<file path="src/rtl/key_input_ctrl.sv">
// Button and speed-switch front end for the flow-lights driver:
// 2-flop sync, debounce, run toggle, press strobe and freq select.
module key_input_ctrl #(
  parameter int               CNT_W   = 20,
  parameter logic [CNT_W-1:0] DEB_CNT = CNT_W'(9999)
) (
  input  logic       clk,
  input  logic       rst_n,
  input  logic       key_raw,
  input  logic [1:0] sw_raw,
  output logic       run,
  output logic       key_pulse,
  output logic [1:0] freq_set,
  output logic       freq_chg
);

  localparam logic [1:0] IDLE     = 2'd0;
  localparam logic [1:0] PRESS_DB = 2'd1;
  localparam logic [1:0] HELD     = 2'd2;
  localparam logic [1:0] REL_DB   = 2'd3;

  logic             key_m_q, key_s_q;
  logic [1:0]       sw_m_q, sw_s_q, sw_last_q;
  logic [1:0]       state_q, state_d;
  logic [CNT_W-1:0] cnt_k_q, cnt_k_d;
  logic [CNT_W-1:0] cnt_s_q, cnt_s_d;
  logic             run_q, run_d;
  logic             kp_q, kp_d;
  logic [1:0]       fs_q, fs_d;
  logic             fc_q, fc_d;

  always_comb begin
    state_d = state_q;
    cnt_k_d = cnt_k_q;
    run_d   = run_q;
    kp_d    = 1'b0;
    unique case (state_q)
      IDLE: begin
        if (key_s_q) begin
          state_d = PRESS_DB;
          cnt_k_d = '0;
        end
      end
      PRESS_DB: begin
        if (!key_s_q) begin
          state_d = IDLE;
        end else if (cnt_k_q == DEB_CNT) begin
          state_d = HELD;
          kp_d    = 1'b1;
          run_d   = ~run_q;
        end else begin
          cnt_k_d = cnt_k_q + CNT_W'(1);
        end
      end
      HELD: begin
        if (!key_s_q) begin
          state_d = REL_DB;
          cnt_k_d = '0;
        end
      end
      REL_DB: begin
        if (key_s_q) begin
          state_d = HELD;
        end else if (cnt_k_q == DEB_CNT) begin
          state_d = IDLE;
        end else begin
          cnt_k_d = cnt_k_q + CNT_W'(1);
        end
      end
      default: state_d = IDLE;
    endcase
  end

  // Any bit change restarts the stability window.
  always_comb begin
    fs_d    = fs_q;
    fc_d    = 1'b0;
    cnt_s_d = cnt_s_q;
    if (sw_s_q != sw_last_q) begin
      cnt_s_d = '0;
    end else if (sw_s_q != fs_q) begin
      if (cnt_s_q == DEB_CNT) begin
        fs_d    = sw_s_q;
        fc_d    = 1'b1;
        cnt_s_d = '0;
      end else begin
        cnt_s_d = cnt_s_q + CNT_W'(1);
      end
    end else begin
      cnt_s_d = '0;
    end
  end

  always_ff @(posedge clk or negedge rst_n) begin
    if (!rst_n) begin
      key_m_q   <= 1'b0;
      key_s_q   <= 1'b0;
      sw_m_q    <= 2'b00;
      sw_s_q    <= 2'b00;
      sw_last_q <= 2'b00;
      state_q   <= IDLE;
      cnt_k_q   <= '0;
      cnt_s_q   <= '0;
      run_q     <= 1'b0;
      kp_q      <= 1'b0;
      fs_q      <= 2'b00;
      fc_q      <= 1'b0;
    end else begin
      key_m_q   <= key_raw;
      key_s_q   <= key_m_q;
      sw_m_q    <= sw_raw;
      sw_s_q    <= sw_m_q;
      sw_last_q <= sw_s_q;
      state_q   <= state_d;
      cnt_k_q   <= cnt_k_d;
      cnt_s_q   <= cnt_s_d;
      run_q     <= run_d;
      kp_q      <= kp_d;
      fs_q      <= fs_d;
      fc_q      <= fc_d;
    end
  end

  assign run       = run_q;
  assign key_pulse = kp_q;
  assign freq_set  = fs_q;
  assign freq_chg  = fc_q;

endmodule
</file>
<file path="config.mk">
export PLATFORM = sky130hd
export DESIGN_NAME = key_input_ctrl
export DESIGN_NICKNAME = d
export VERILOG_FILES = /design/src/rtl/key_input_ctrl.sv
export SDC_FILE = /design/constraint.sdc
export NUM_CORES = 1
export LEC_CHECK = 0
export BUFFER_PORTS_ARGS = -buffer_cell sky130_fd_sc_hd__buf_2
export CORE_MARGIN = 4
export CORE_UTILIZATION = 40
export CTS_CLUSTER_DIAMETER = 50
export DETAILED_ROUTE_END_ITERATION = 10
export PLACE_DENSITY = 0.65
export SETUP_SLACK_MARGIN = 0.02
export SYNTH_ARGS = -nofsm -noshare
export SYNTH_HDL_FRONTEND = slang
export SYNTH_SLANG_ARGS = --single-unit
</file>
<file path="constraint.sdc">
create_clock -name clk -period 2.35 [get_ports clk]
set_input_delay 0.3525 -clock clk [delete_from_list [all_inputs] [get_ports clk]]
set_output_delay 0.3525 -clock clk [all_outputs]
set_load 0.01 [all_outputs]
</file>
==> run_results.csv, run 1 <==
group,metric,value,unit
run_status,status,"finished, final reports clean",
clock_tree,clk-insertion-delay-late,0.31,ns
worst_hold_path,worstHoldPathType,"input pin to register",
drt,vias,2134,
floorplan,fp.dieW,91.54,um
layout,diodes,0,
worst_setup_path,r2r_cells,4,
sta,timing.fmax,482.8,MHz
layout,nets,306,
clock_tree,post_cts_buffers,0,
power_and_ir_drop,p_leak,1.273,nW
yosys,synth_area,2791,um2
sta,rsz0062_at_grt,"no",
worst_hold_path,hold_start,"sw_raw[1]",
grt,grt_pass1_wl,9.156,mm
floorplan,start_util,0.4109,
floorplan,coreArea,6794,um2
yosys,synth.avg_cell_area,9.760,um2
power_and_ir_drop,ir_drop,0.2316,mV
worst_hold_path,holdPathEnd,"sw_m_q[1]",
sta,finalSetupViolations,0,
sta,hold_ws,0.1359,ns
drt,wl,5.318,mm
drt,drc_errors,0,
drt,drtIter0Drc,125,
layout,layout_common_cells,"dfrtp_1 (55), nor2_1 (32), nand2_1 (29)",
yosys,yosysWarningCount,0,
clock_tree,cts_tree,"done",
layout,finalNonFillerCells,396,
floorplan,ios,10,
layout,final_common_cell,"dfrtp_1",
grt,grt_antenna_before_repair,0,
grt,grt_pass1_vias,1949,
grt,grt_max_degree,48,
worst_setup_path,crit_fanout,9,
sta,hold_viol_final,0,
worst_setup_path,arrival,2.27,ns
worst_setup_path,worstPathCellList,"or4_1 -> nor4_4 -> a21oi_1 -> a311o_1",
worst_setup_path,crit_buf_inv,0,
clock_tree,cts_buffer_depth,2,
layout,synthToLayoutAreaGrowth,10.71,%
placement,gp_congestion,0.8440,
worst_setup_path,max_stage_delay,0.60,ns
grt,use_met3,0.03148,
clock_tree,htreeDepth,2,
worst_setup_path,critPathKind,"register to register",
yosys,synthArstFlopShare,1.000,
sta,fin_worst_skew,0.008763,ns
yosys,synth_cell_type_count,47,
sta,drv_slew,0,
yosys,synthesis.nets,293,
power_and_ir_drop,power.density,538.1,nW/um2
clock_tree,ctsResizeCount,0,
sta,fin_setup_tns,0,ns
sta,relSlewSlack,0.6009,
grt,grt_usage,0.1322,
worst_setup_path,startpoint_type,"register",
grt,grt.met2_usage,0.2197,
clock_tree,clkTransAtPathRegs,0.11,ns
yosys,seq_area_frac_synth,0.4931,
yosys,ys_ff_latch,55,
yosys,synth-edff-count,0,
placement,dpl.hpwl,3.519,mm
layout,drive_gt1_frac,0.1133,
floorplan,num_rows,30,
worst_setup_path,r2r_start,"cnt_k_q[17]",
placement,dp_cells,387,
worst_setup_path,cp_slowest_cell,"or4_1",
worst_setup_path,critPathRequiredTime,2.55,ns
clock_tree,cts-root-buf,"clkbuf_8",
sta,period_needed,2.071,ns
placement,port_buffers,9,
worst_setup_path,end_kind,"register",
floorplan,die-area,8379,um2
grt,grt_most_used_layer,"met2",
clock_tree,clock_sinks,55,
floorplan,fp.dieH,91.54,um
drt,routed_via_density,5.389,
drt,ant_nets,0,
clock_tree,numCtsBuffers,5,
worst_setup_path,r2r-end,"cnt_k_q[1]",
worst_setup_path,cpLargestDelayFamily,"simple AND/OR/NAND/NOR gates",
grt,met1_usage,0.1704,
sta,post-route-period-util,0.8813,
drt,wl_per_cell,13.43,um
worst_hold_path,holdPathStages,1,
drt,first_pass_iters,5,
worst_setup_path,r2r_setup_slack,0.28,ns
run,maxCapViolations,0,
grt,grt-ovfl-total,0,
yosys,synthFlopType,"dfrtp_1",
sta,worst_slew_pin_slew,0.5932,ns
layout,fin_util,0.4549,
yosys,syn_inst,286,
==> sequential cells by signal (all words and copies together) (netlist names), named ones only <==
register / cells
cnt_k_q: 20
freq_set: 2
key_m_q: 1
key_s_q: 1
freq_chg: 1
sw_m_q: 2
sw_last_q: 2
state_q: 1
key_pulse: 1
cnt_s_q: 20
sw_s_q: 2
run: 1
==> kinds of logic after synthesis <==
family	after synthesis	synth area share
DFF	55	0.4931
muxes	12	0.04438
AOI/OAI and AO/OA	42	0.09951
adders and majority gates	2	0.008963
and+or+nand+nor	137	0.2613
xor gates and xnor gates	20	0.06275
buffers and inverters	18	0.03003
==> per-layer routing <==
layer  routed length [um]  vias to the layer above
met5                    0                        -
met3                  180                        4
met2                 2519                       47
li1                     -                     1059
met1                 2577                     1024
met4                   40                        0
==> synthesized netlist by cell type, drive strengths merged (3+ instances only) <==
| cell | number | area (um2) |
|---|---|---|
| nand4b | 3 | 26.28 |
| or3 | 3 | 18.77 |
| xor2 | 4 | 35.03 |
| buf | 4 | 30.02 |
| inv | 7 | 26.28 |
| nand4 | 14 | 87.58 |
| or4 | 5 | 45.04 |
| and3 | 10 | 65.06 |
| a21oi | 11 | 55.05 |
| mux2i | 9 | 90.09 |
| nand3 | 14 | 70.07 |
| nor3 | 12 | 60.06 |
| dfrtp | 55 | 1376 |
| xnor2 | 16 | 140.1 |
| o211ai | 4 | 30.03 |
| nor2 | 32 | 120.1 |
| mux2 | 3 | 33.78 |
| nor4 | 7 | 58.81 |
| a221o | 4 | 40.04 |
| o21ai | 12 | 60.06 |
| nand2 | 29 | 108.9 |
| clkbuf | 7 | 27.52 |
==> stage by stage <==
step	area, um2	power (mW)	setup slack, ns
CTS	3090	1.694	0.2720
global route	3090	1.753	0.1254
floorplan	2791	1.076	0.4411
global placement	2984	1.122	0.2966
finish	3090	1.663	0.2789
detailed placement	2984	1.125	0.2843
==> worst reg2reg max path, stage by stage, from the launching register on <==
cell	delay, ns
dfrtp_1	0.45
or4_1	0.60
nor4_4	0.45
a21oi_1	0.13
a311o_1	0.34
==> power by group <==
group	leakage [nW]	switching, mW	internal, mW
registers	0.744	0.0316	0.969
logic	0.482	0.0661	0.0397
clock network	0.0463	0.337	0.220
==> final cells by class <==
cell class	instances	area (um2)
clock buffers	5	68.82
clock inverters	3	27.53
fillers	641	3704
inverters	7	26.28
multi-input cells	213	1339
flip-flops and latches	55	1376
well taps	96	120.1
repair buffers	17	132.6
==> worst max-delay path by stage <==
stage / slack, ns / cells past startpoint / end / startpoint
after floorplan: 0.44 / 4 / register / cnt_k_q[7]
after global placement: 0.30 / 4 / register / cnt_k_q[7]
after detailed placement: 0.28 / 4 / cnt_k_q[0] / cnt_k_q[17]
after CTS: 0.27 / 4 / register / cnt_k_q[17]
after global routing: 0.13 / 4 / cnt_k_q[1] / cnt_k_q[5]
final: 0.28 / 4 / cnt_k_q[1] / cnt_k_q[17]
==> repair_timing <==
| action | in CTS | in global routing |
|---|---|---|
| setup endpoints to repair | 0 | 0 |
| hold buffers | 1 | 0 |
| hold endpoints to repair | 8 | 0 |
No activity file was read; power rests on OpenSTA's default activity.
==> inputs of run 2 (changes only) <==
- MAX_ROUTING_LAYER: unset -> met4
- PLACE_DENSITY: 0.65 -> 0.59
==> run_results.csv, run 2 (synthesis gave the netlist of run 1 again) <==
group,metric,value,unit
layout,final_common_cell,"dfrtp_1",
clock_tree,clock_sinks,55,
placement,gp_congestion,0.8177,
worst_setup_path,critPathLaunch,"cnt_k_q[17]",
floorplan,coreArea,6794,um2
drt,wl_per_cell,13.71,um
worst_setup_path,r2r_start,"cnt_k_q[17]",
grt,grt_pass1_vias,2033,
floorplan,fp.dieW,91.54,um
worst_setup_path,crit_fanout,9,
layout,nets,305,
clock_tree,clkTransAtPathRegs,0.10,ns
clock_tree,numCtsBuffers,5,
drt,wl,5.416,mm
floorplan,num_rows,30,
floorplan,fp.dieH,91.54,um
run,maxCapViolations,0,
placement,dpl.hpwl,3.584,mm
grt,grt_usage,0.1451,
placement,dpl-instance-area,2959,um2
power_and_ir_drop,ir_drop,0.2777,mV
clock_tree,cts-root-buf,"clkbuf_8",
layout,diodes,0,
worst_setup_path,startpoint_type,"register",
drt,first_pass_iters,4,
layout,synthToLayoutAreaGrowth,10.22,%
drt,drc_errors,0,
sta,worst_slew_pin_slew,0.7052,ns
sta,drv_slew,0,
grt,grt-ovfl-total,0,
sta,fin_ws,0.2578,ns
grt,grt_max_degree,56,
worst_setup_path,r2r_setup_slack,0.26,ns
clock_tree,ctsHoldBuffers,0,
grt,grt_pass1_wl,9.735,mm
floorplan,start_util,0.4109,
worst_setup_path,arrival,2.29,ns
worst_hold_path,hold_start,"key_raw",
sta,fin_setup_tns,0,ns
clock_tree,clk-insertion-delay-late,0.31,ns
layout,layout_common_cells,"dfrtp_1 (55), nor2_1 (32), nand2_1 (29)",
drt,vias,2110,
worst_setup_path,critPathRequiredTime,2.55,ns
clock_tree,cts_buffer_depth,2,
layout,drive_gt1_frac,0.1137,
layout,nFillCells,655,
drt,routed_via_density,5.342,
placement,dp_cells,387,
sta,hold_viol_final,0,
grt,grt_antenna_before_repair,0,
sta,period_needed,2.092,ns
power_and_ir_drop,p_leak,1.274,nW
sta,relSlewSlack,0.5299,
power_and_ir_drop,power.density,569.3,nW/um2
worst_setup_path,r2r_cells,4,
sta,fin_worst_skew,0.007427,ns
run_status,status,"finished, final reports clean",
floorplan,die-area,8379,um2
clock_tree,htreeDepth,2,
floorplan,ios,10,
layout,fin_area,3077,um2
placement,port_buffers,9,
drt,ant_nets,0,
placement,pre_cts_slack,0.2572,ns
clock_tree,post_cts_buffers,0,
sta,finalSetupViolations,0,
drt,drtIter0Drc,99,
clock_tree,cts_tree,"done",
worst_setup_path,end_kind,"register",
sta,post-route-period-util,0.8903,
sta,timing.fmax,478.0,MHz
layout,reg_top3,"cnt_k_q x20, cnt_s_q x20",
sta,rsz0062_at_grt,"no",
worst_hold_path,worstHoldPathType,"input pin to register",
clock_tree,ctsResizeCount,0,
worst_setup_path,critPathKind,"register to register",
layout,finalNonFillerCells,395,
-- run 2: area by class of cell --
class                           count  area [um2]  share of cell area
Tap cell                           96       120.1             0.03904
Inverter                            7       26.28            0.008540
Multi-Input combinational cell    213        1339              0.4351
Sequential cell                    55        1376              0.4473
Clock inverter                      2       35.03             0.01139
Timing Repair Buffer               16       97.59             0.03172
Clock buffer                        6       82.58             0.02684
-- run 2: routing by layer --
metal	GRT usage	vias to the layer above	part of all wire
li1	-	1059	-
met1	0.1861	1014	0.49
met2	0.2337	29	0.47
met3	0.02568	8	0.026
met4	0.04523	0	0.013
met5	-	-	0
-- run 2: worst max-delay path, stage by stage, from the launching register on --
cell	delay [ns]
dfrtp_1	0.45
or4_1	0.60
nor4_4	0.46
nand3_1	0.15
mux2_1	0.33
-- run 2: report_power, final --
group	switching, mW	internal, mW	total (mW)
logic	0.0653	0.0339	0.0992
clock network	0.307	0.345	0.652
registers	0.0310	0.969	1.00
total	0.403	1.35	1.75
-- run 2: how the worst min path moves through the flow --
stage / slack, ns / end / depth (start not counted)
2_1_floorplan: 0.06 / async pin / 0
3_3_place_gp: 0.33 / key_s_q / 0
3_5_place_dp: 0.34 / sw_s_q[1] / 0
4_1_cts: 0.13 / key_m_q / 1
5_1_grt: 0.13 / sw_m_q[0] / 1
6_report: 0.14 / key_m_q / 1
-- run 2: per-stage QoR --
stage               hold WS, ns    util  power [mW]
floorplan               0.05691       -       1.076
global placement         0.3339  0.4355       1.119
detailed placement       0.3356  0.4355       1.119
CTS                      0.1338  0.4529       1.780
global route             0.1328  0.4529       1.842
finish                   0.1444  0.4529       1.752
